[src/rtl/pc_fetch_decode_pkg.sv]
// Shared constants and types for the fetch-address generator and instruction decoder.
package pc_fetch_decode_pkg;

  localparam logic [3:0] OP_AND = 4'b0000;
  localparam logic [3:0] OP_SUB = 4'b0010;
  localparam logic [3:0] OP_ADD = 4'b0100;
  localparam logic [3:0] OP_TST = 4'b1000;
  localparam logic [3:0] OP_TEQ = 4'b1001;
  localparam logic [3:0] OP_CMP = 4'b1010;
  localparam logic [3:0] OP_CMN = 4'b1011;

  typedef enum logic [1:0] {
    AM_IMM_ROT = 2'b00,
    AM_SHF_REG = 2'b01,
    AM_LS_IMM  = 2'b10,
    AM_LS_REG  = 2'b11
  } am_e;

  // Instruction field positions
  localparam int CLS_HI   = 27;
  localparam int CLS_LO   = 26;
  localparam int I_BIT    = 25;
  localparam int OPC_HI   = 24;
  localparam int OPC_LO   = 21;
  localparam int LINK_BIT = 24;
  localparam int U_BIT    = 23;
  localparam int B_BIT    = 22;
  localparam int L_BIT    = 20;
  localparam int S_BIT    = 20;

  localparam logic [1:0] CLS_DP = 2'b00;
  localparam logic [1:0] CLS_LS = 2'b01;
  localparam logic [2:0] CLS_BR = 3'b101;

  typedef struct packed {
    am_e        am;
    logic       rf_en;
    logic [3:0] alu_op;
    logic       load;
    logic       branch_link;
    logic       s_bit;
    logic       rw;
    logic       size;
    logic       datamem_en;
  } ctrl_t;

endpackage

[src/rtl/pc_fetch_decode_if.sv]
// Bus between the fetch/decode block and its driver: PC enable, instruction in, PC and control out.
interface pc_fetch_decode_if;
  import pc_fetch_decode_pkg::*;

  logic        pc_en;
  logic [31:0] instruction;
  logic [31:0] pc_out;
  logic [31:0] pc_plus4;
  am_e         am;
  logic        rf_en;
  logic [3:0]  alu_op;
  logic        load;
  logic        branch_link;
  logic        s_bit;
  logic        rw;
  logic        size;
  logic        datamem_en;

  modport master (
    output pc_en, instruction,
    input  pc_out, pc_plus4, am, rf_en, alu_op, load, branch_link,
           s_bit, rw, size, datamem_en
  );

  modport slave (
    input  pc_en, instruction,
    output pc_out, pc_plus4, am, rf_en, alu_op, load, branch_link,
           s_bit, rw, size, datamem_en
  );
endinterface

[src/rtl/pc_fetch_decode_control_decoder.sv]
// Combinational control unit; the condition field is ignored here and evaluated downstream.
module control_decoder
  import pc_fetch_decode_pkg::*;
(
  input  logic [31:0] instr_i,
  output ctrl_t       ctrl_o
);
  logic [3:0] opc;
  assign opc = instr_i[OPC_HI:OPC_LO];

  always_comb begin
    ctrl_o = '0;
    // An all-zero word would otherwise decode as AND r0,r0,r0 and write the RF
    if (instr_i != '0) begin
      if (instr_i[CLS_HI:CLS_LO] == CLS_DP) begin
        ctrl_o.alu_op = opc;
        ctrl_o.s_bit  = instr_i[S_BIT];
        ctrl_o.rf_en  = !(opc inside {OP_TST, OP_TEQ, OP_CMP, OP_CMN});
        ctrl_o.am     = instr_i[I_BIT] ? AM_IMM_ROT : AM_SHF_REG;
      end else if (instr_i[CLS_HI:CLS_LO] == CLS_LS) begin
        ctrl_o.datamem_en = 1'b1;
        ctrl_o.load       = instr_i[L_BIT];
        ctrl_o.rf_en      = instr_i[L_BIT];
        ctrl_o.rw         = ~instr_i[L_BIT];
        ctrl_o.size       = instr_i[B_BIT];
        ctrl_o.alu_op     = instr_i[U_BIT] ? OP_ADD : OP_SUB;
        ctrl_o.am         = instr_i[I_BIT] ? AM_LS_REG : AM_LS_IMM;
      end else if (instr_i[CLS_HI:I_BIT] == CLS_BR) begin
        ctrl_o.branch_link = 1'b1;
        ctrl_o.rf_en       = instr_i[LINK_BIT];
      end
    end
  end
endmodule

[src/rtl/pc_fetch_decode_pc_adder.sv]
// Dedicated +4 incrementer; wraps modulo 2^32 with no carry out.
module pc_adder (
  input  logic [31:0] a_i,
  output logic [31:0] sum_o
);
  assign sum_o = a_i + 32'd4;
endmodule

[src/rtl/pc_fetch_decode_pc_reg.sv]
// Program counter register: synchronous reset to 0, loads d_i when enabled, else holds.
module pc_reg (
  input  logic        clk,
  input  logic        reset,
  input  logic        en_i,
  input  logic [31:0] d_i,
  output logic [31:0] q_o
);
  logic [31:0] pc_q, pc_d;

  always_comb begin
    pc_d = pc_q;
    if (en_i) pc_d = d_i;
  end

  always_ff @(posedge clk) begin
    if (reset) pc_q <= '0;
    else       pc_q <= pc_d;
  end

  assign q_o = pc_q;
endmodule

[src/rtl/pc_fetch_decode.sv]
// Fetch/decode top: PC register fed back through the +4 incrementer, plus the control decoder.
module pc_fetch_decode
  import pc_fetch_decode_pkg::*;
(
  input  logic             clk,
  input  logic             reset,
  pc_fetch_decode_if.slave bus
);
  logic [31:0] pc, pc_nxt;
  ctrl_t       ctrl;

  pc_reg u_pc_reg (
    .clk   (clk),
    .reset (reset),
    .en_i  (bus.pc_en),
    .d_i   (pc_nxt),
    .q_o   (pc)
  );

  pc_adder u_pc_adder (
    .a_i   (pc),
    .sum_o (pc_nxt)
  );

  control_decoder u_dec (
    .instr_i (bus.instruction),
    .ctrl_o  (ctrl)
  );

  assign bus.pc_out      = pc;
  assign bus.pc_plus4    = pc_nxt;
  assign bus.am          = ctrl.am;
  assign bus.rf_en       = ctrl.rf_en;
  assign bus.alu_op      = ctrl.alu_op;
  assign bus.load        = ctrl.load;
  assign bus.branch_link = ctrl.branch_link;
  assign bus.s_bit       = ctrl.s_bit;
  assign bus.rw          = ctrl.rw;
  assign bus.size        = ctrl.size;
  assign bus.datamem_en  = ctrl.datamem_en;
endmodule

[src/flat_wrapper.sv]
// flat-port wrapper written by rule: the top's interface ports become plain ports
module pc_fetch_decode_flat import pc_fetch_decode_pkg::*;
  (clk, reset, bus_pc_en, bus_instruction, bus_pc_out, bus_pc_plus4, bus_am, bus_rf_en, bus_alu_op, bus_load, bus_branch_link, bus_s_bit, bus_rw, bus_size, bus_datamem_en);
  pc_fetch_decode_if bus_i ();
  input  logic clk;
  input  logic reset;
  input wire logic [$bits(bus_i.pc_en)-1:0] bus_pc_en;
  input wire logic [$bits(bus_i.instruction)-1:0] bus_instruction;
  output wire logic [$bits(bus_i.pc_out)-1:0] bus_pc_out;
  output wire logic [$bits(bus_i.pc_plus4)-1:0] bus_pc_plus4;
  output wire logic [$bits(bus_i.am)-1:0] bus_am;
  output wire logic [$bits(bus_i.rf_en)-1:0] bus_rf_en;
  output wire logic [$bits(bus_i.alu_op)-1:0] bus_alu_op;
  output wire logic [$bits(bus_i.load)-1:0] bus_load;
  output wire logic [$bits(bus_i.branch_link)-1:0] bus_branch_link;
  output wire logic [$bits(bus_i.s_bit)-1:0] bus_s_bit;
  output wire logic [$bits(bus_i.rw)-1:0] bus_rw;
  output wire logic [$bits(bus_i.size)-1:0] bus_size;
  output wire logic [$bits(bus_i.datamem_en)-1:0] bus_datamem_en;
  assign bus_i.pc_en = bus_pc_en;
  assign bus_i.instruction = bus_instruction;
  assign bus_pc_out = bus_i.pc_out;
  assign bus_pc_plus4 = bus_i.pc_plus4;
  assign bus_am = bus_i.am;
  assign bus_rf_en = bus_i.rf_en;
  assign bus_alu_op = bus_i.alu_op;
  assign bus_load = bus_i.load;
  assign bus_branch_link = bus_i.branch_link;
  assign bus_s_bit = bus_i.s_bit;
  assign bus_rw = bus_i.rw;
  assign bus_size = bus_i.size;
  assign bus_datamem_en = bus_i.datamem_en;
  pc_fetch_decode u_core (.clk(clk), .reset(reset), .bus(bus_i));
endmodule
[config.mk]
export PLATFORM = sky130hd
export DESIGN_NAME = pc_fetch_decode_flat
export DESIGN_NICKNAME = d
export VERILOG_FILES = /design/src/rtl/pc_fetch_decode_pkg.sv /design/src/rtl/pc_fetch_decode_if.sv /design/src/rtl/pc_fetch_decode_control_decoder.sv /design/src/rtl/pc_fetch_decode_pc_adder.sv /design/src/rtl/pc_fetch_decode_pc_reg.sv /design/src/rtl/pc_fetch_decode.sv /design/src/flat_wrapper.sv
export SDC_FILE = /design/constraint.sdc
export NUM_CORES = 1
export LEC_CHECK = 0
export ABC_AREA = 1
export CORE_MARGIN = 10
export CORE_UTILIZATION = 35
export CTS_CLUSTER_DIAMETER = 80
export CTS_CLUSTER_SIZE = 24
export DETAILED_ROUTE_END_ITERATION = 8
export HOLD_SLACK_MARGIN = 0.03
export PLACE_DENSITY = 0.77
export SKIP_CTS_REPAIR_TIMING = 1
export SLEW_MARGIN = 20
export SYNTH_ARGS = -nofsm -noshare
export SYNTH_HDL_FRONTEND = slang
export SYNTH_SLANG_ARGS = --single-unit
export TNS_END_PERCENT = 100
[constraint.sdc]
create_clock -name clk -period 1.9 [get_ports clk]
set_input_delay 0.19 -clock clk [delete_from_list [all_inputs] [get_ports clk]]
set_output_delay 0.19 -clock clk [all_outputs]
set_load 0.005 [all_outputs]
[Word level (Yosys, flattened, before mapping)]
Cells that the tools add are included.
Word-level totals
  word-level logic and storage cells: 28
  bits in registers: 32
  output and inout port bits: 77
  input port bits: 35
Cells by class
  eq/ne operators: 6
  reductions and logical operators: 4
  bitwise gates (word level): 1
  muxes and demuxes: 15
  add/sub/neg operators: 1
Operators by type and width (count)
  $add 32x3->32 const B: 1
  $reduce_bool 32->1: 1
  $eq 4x4->1 const B: 4
  $mux 13: 1
  $mux 3: 3
  $mux 1: 7
  $mux 7: 1
  $mux 2: 2
  $mux 4: 1
  $reduce_bool 4->1: 1
  $eq 3x3->1 const B: 1
  $eq 2x1->1 const B: 1
  $logic_not 2->1: 1
  $logic_not 1->1: 1
  $not 1->1: 1

[Longest topological paths before layout]
  depth after elaboration: 5
  mapped depth: 10
  mapped depth without buffers: 10

[Hierarchy]
Synthesis repeated with hierarchy kept, for this count alone.
Unflattened totals
  cells, all modules: 441
  area, all modules: 2498.6 um2
Modules (own cells, without submodules)
  pc_reg: cells each 203, seq. area each 640.6 um2, area each 1338.8 um2, times used 1
  pc_adder: cells each 177, seq. area each 0.0 um2, area each 909.6 um2, times used 1
  control_decoder: cells each 61, seq. area each 0.0 um2, area each 250.2 um2, times used 1

[Least setup slack after synthesis]
Ideal clock, no wire load.
  kind: reg2reg
  from: reg u_core.u_pc_reg.pc_q[2], in the netlist u_core.u_pc_reg.q_o[2]
  to: reg u_core.u_pc_reg.pc_q[30], in the netlist u_core.u_pc_reg.q_o[30]
  data arrival time: 1.311 ns
  cell stages (with the launch flop): 11
  path slack: 0.480 ns
  library setup time: 0.109 ns
  period minus slack after synthesis: 1.420 ns
  buffers on the path: 0
  required time: 1.791 ns
  cell sequence: dfxtp_1 > ha_1 > nand2_1 > nor2_2 > nand2_2 > nor2_1 > nand2_1 > nand2_1 > nand3_1 > nand2_1 > inv_1
Between the ends
  word-level cells in the longest chain between the ends: 1
Ends and longest elaborated chain
  from (decl): line pc_fetch_decode_pc_reg.sv:9  | logic [31:0] pc_q, pc_d;
  from (signal assigned): line pc_fetch_decode_pc_reg.sv:18  | else pc_q <= pc_d;
  $add 32x3->32: line pc_fetch_decode_pc_adder.sv:6  | assign sum_o = a_i + 32'd4;
No other way between the ends.
A chain may end at the register's enable or synchronous reset.

[Worst setup path after layout]
  from: reg u_core.u_pc_reg.pc_q[3], in the netlist u_core.u_pc_reg.q_o[3]
  to: out bus_pc_plus4[21]
Between the ends
  word-level cells in the longest chain between the ends: 1
Ends and longest elaborated chain
  $add 32x3->32: line pc_fetch_decode_pc_adder.sv:6
  to (decl): line flat_wrapper.sv:10  | output wire logic [$bits(bus_i.pc_plus4)-1:0] bus_pc_plus4;
No other way between the ends.

==> impl_metrics.toml <==
[cts]
numCtsBuffers = 5
cts_root_buffer = "clkbuf_8"
tritoncts_num_sinks = 30
cts_buffer_depth = 2
cts_tree = "done"
clk-insertion-delay-late_ps = 300
path_clk_slew_ps = 80
htreeDepth = 2

[global_routing]
grt_start_max_net_pins = 43
grt_pass1_vias = 2874
antenna_found_initial = 0
overflow = 0
track_usage_pct = 15.9
grt_pass1_wl_um = 13400

[timing]
hold_viol_final = 0
setup-violations-final = 14
period_share_pct = 110
fin_worst_skew_ps = 9.72
rsz0062_at_grt = "true"
fmax_ghz = 0.480
holdWs_ps = 592
slew_viol_final = 0
post-route-min-period_ps = 2080
worst_slack_ps = -182
setup-tns-final_ps = -790

[synth]
synth_ff_type = "dfxtp_1"
synth_top_cells_by_count = "nand2_1 (119), inv_1 (74), nor2_1 (55)"
yosys.area.top_type_share_pct = 26.7
ys_seq_elements = 30
yosysMostFrequentCell = "nand2_1"
ys_types = 24
syn_area_um2 = 2250
synth_edf_count = 0
yosysSeqAreaShare_pct = 26.7
synth_area_per_cell_um2 = 5.60
synthArstFlopShare_pct = 0
yosys_warnings = 0
synth_top_area_cell = "dfxtp_1"
synthTopCellsByArea = "dfxtp_1 (27%), nand2_1 (20%), inv_1 (12%)"
syn_inst = 402

[drt]
met3WireLength_um = 1040
vias_per_cell = 4.96
m1WireLength_um = 3820
num_vias = 3166
drt_iter0_markers = 177
drc = 0
top_layer = "met4"
dr.pass1.iters = 4
wl_met2_um = 4790
drt-total-wl_um = 9830
ant_nets = 0
routedWlPerCell_um = 15.4

[worst_setup_path]
critPathTopFamily = "simple AND/OR/NAND/NOR gates"
endpoint = "bus_pc_plus4[21]"
critical_path_buf_inv_count = 5
startpoint_type = "flop"
cp_num_cells = 11
slowest_delay_ps = 350
rr_startpoint = "u_core.u_pc_reg.q_o[2]"
regToRegEndpoint = "u_core.u_pc_reg.q_o[16]"
arrival_ps = 1890
reg2reg_slack_ps = 140
crit_start = "u_core.u_pc_reg.q_o[3]"
crit_type = "flop to primary output"
crit_chain = "buf_6 -> nand2_4 -> nor2_4 -> nand2_4 -> buf_4 -> nor2_4 -> buf_4 -> buf_6 -> nand3_2 -> nand2_1 -> clkbuf_2"
crit_path_end_kind = "primary output"
crit_fanout = 5
worst_path_max_delay_cell = "dfxtp_2"
critPathRequiredTime_ps = 1710
reg2reg_depth = 12

[die]
core-area_um2 = 6310
die_w_um = 100
die-area_um2 = 10000
die_y_um = 100
initial_utilization_pct = 35.7
num_rows = 29
ios = 112

[layout]
finalNetCount = 596
seq_area_um2 = 621
area_growth_pct = 85.3
largest_reg_flops = 30
n_antenna_cell = 0
fillers = 509
multiInputGateArea_um2 = 1530
drive_gt1_share_pct = 27.5

[placed_design]
dp_hpwl_um = 6580
gp_congestion = 0.849
pre_cts_ws_ps = -146
portBuffers = 107

[power_and_ir_drop]
power-per-cell-area_nw_per_um2 = 476
ir_worst_vdd_mv = 0.433
p_leak_nw = 2.24

[hold_path]
min_path_type = "flop to flop"
hold_depth = 4

[run_status]
outcome = "finished, violations left"
failed_checks = "setup timing"

[run]
drv_cap = 0
metrics by stage:
step	total power, mW	cell area [um2]	instances	utilization, %
global placement	1.27	3610	607	57.2
detailed placement	1.28	3610	607	57.2
global route	2.06	4170	638	66.1
CTS	1.94	3720	615	59.0
finish	1.98	4170	638	66.1
floorplan	0.917	2260	405	-
cell families after synthesis:
family          count (synthesis)  share of synthesized area, %
fa+ha+maj                       1                         0.555
other cells                     1                         0.167
buf+inv                        88                          15.6
compound gates                 53                          11.8
xor+xnor                        7                          2.72
simple gates                  222                          42.4
flops                          30                          26.7
cells in the final DEF, fill, tap and decap left out, drive strengths merged, types with 14 or more instances in the layout:
master / synthesis / layout
buf: 7 / 59
nand2: 122 / 122
clkbuf: 7 / 14
nor2: 63 / 63
nand3: 27 / 27
o21ai: 24 / 24
dlymetal6s2s: 0 / 21
inv: 74 / 74
clkdlybuf4s50: 0 / 73
a21oi: 28 / 28
dfxtp: 30 / 30
report_power, final:
| group | internal [mW] | leakage (nW) | switching (mW) |
|---|---|---|---|
| combinational | 0.321 | 1.94 | 0.259 |
| clock | 0.390 | 0.0504 | 0.293 |
| sequential | 0.675 | 0.253 | 0.0469 |
| total | 1.39 | 2.24 | 0.599 |
worst min-delay path, delay by kind of cell, from the launching register on:
| family | cells | cell delay, ps |
|---|---|---|
| flops | 1 | 350 |
| compound gates | 1 | 60 |
| buf+inv | 2 | 100 |
| simple gates | 1 | 60 |
area by class of cell:
cell class                      instances  area share, %
Clock buffer                            5           1.65
Inverter                               74           6.66
Tap cell                               77           2.31
Clock inverter                          3           1.08
Multi-Input combinational cell        287           36.8
Sequential cell                        30           14.9
Timing Repair Buffer                  162           36.7
how the worst min path moves through the flow:
stage,from,endpoint,slack (ps)
after floorplan,bus_instruction[27],bus_alu_op[2],410
after global placement,u_core.u_pc_reg.q_o[31],u_core.u_pc_reg.q_o[31],550
after detailed placement,u_core.u_pc_reg.q_o[31],u_core.u_pc_reg.q_o[31],570
after CTS,u_core.u_pc_reg.q_o[31],u_core.u_pc_reg.q_o[31],580
after global routing,u_core.u_pc_reg.q_o[24],u_core.u_pc_reg.q_o[24],630
final,u_core.u_pc_reg.q_o[28],u_core.u_pc_reg.q_o[28],590
metal layers:
metal | GRT usage [%] | vias to the layer above
met4 | 4.89 | 0
met5 | 0 | -
met2 | 26.8 | 136
met1 | 17.1 | 1472
met3 | 7.90 | 16
li1 | - | 1542
Power figures use the tool's default switching activity.
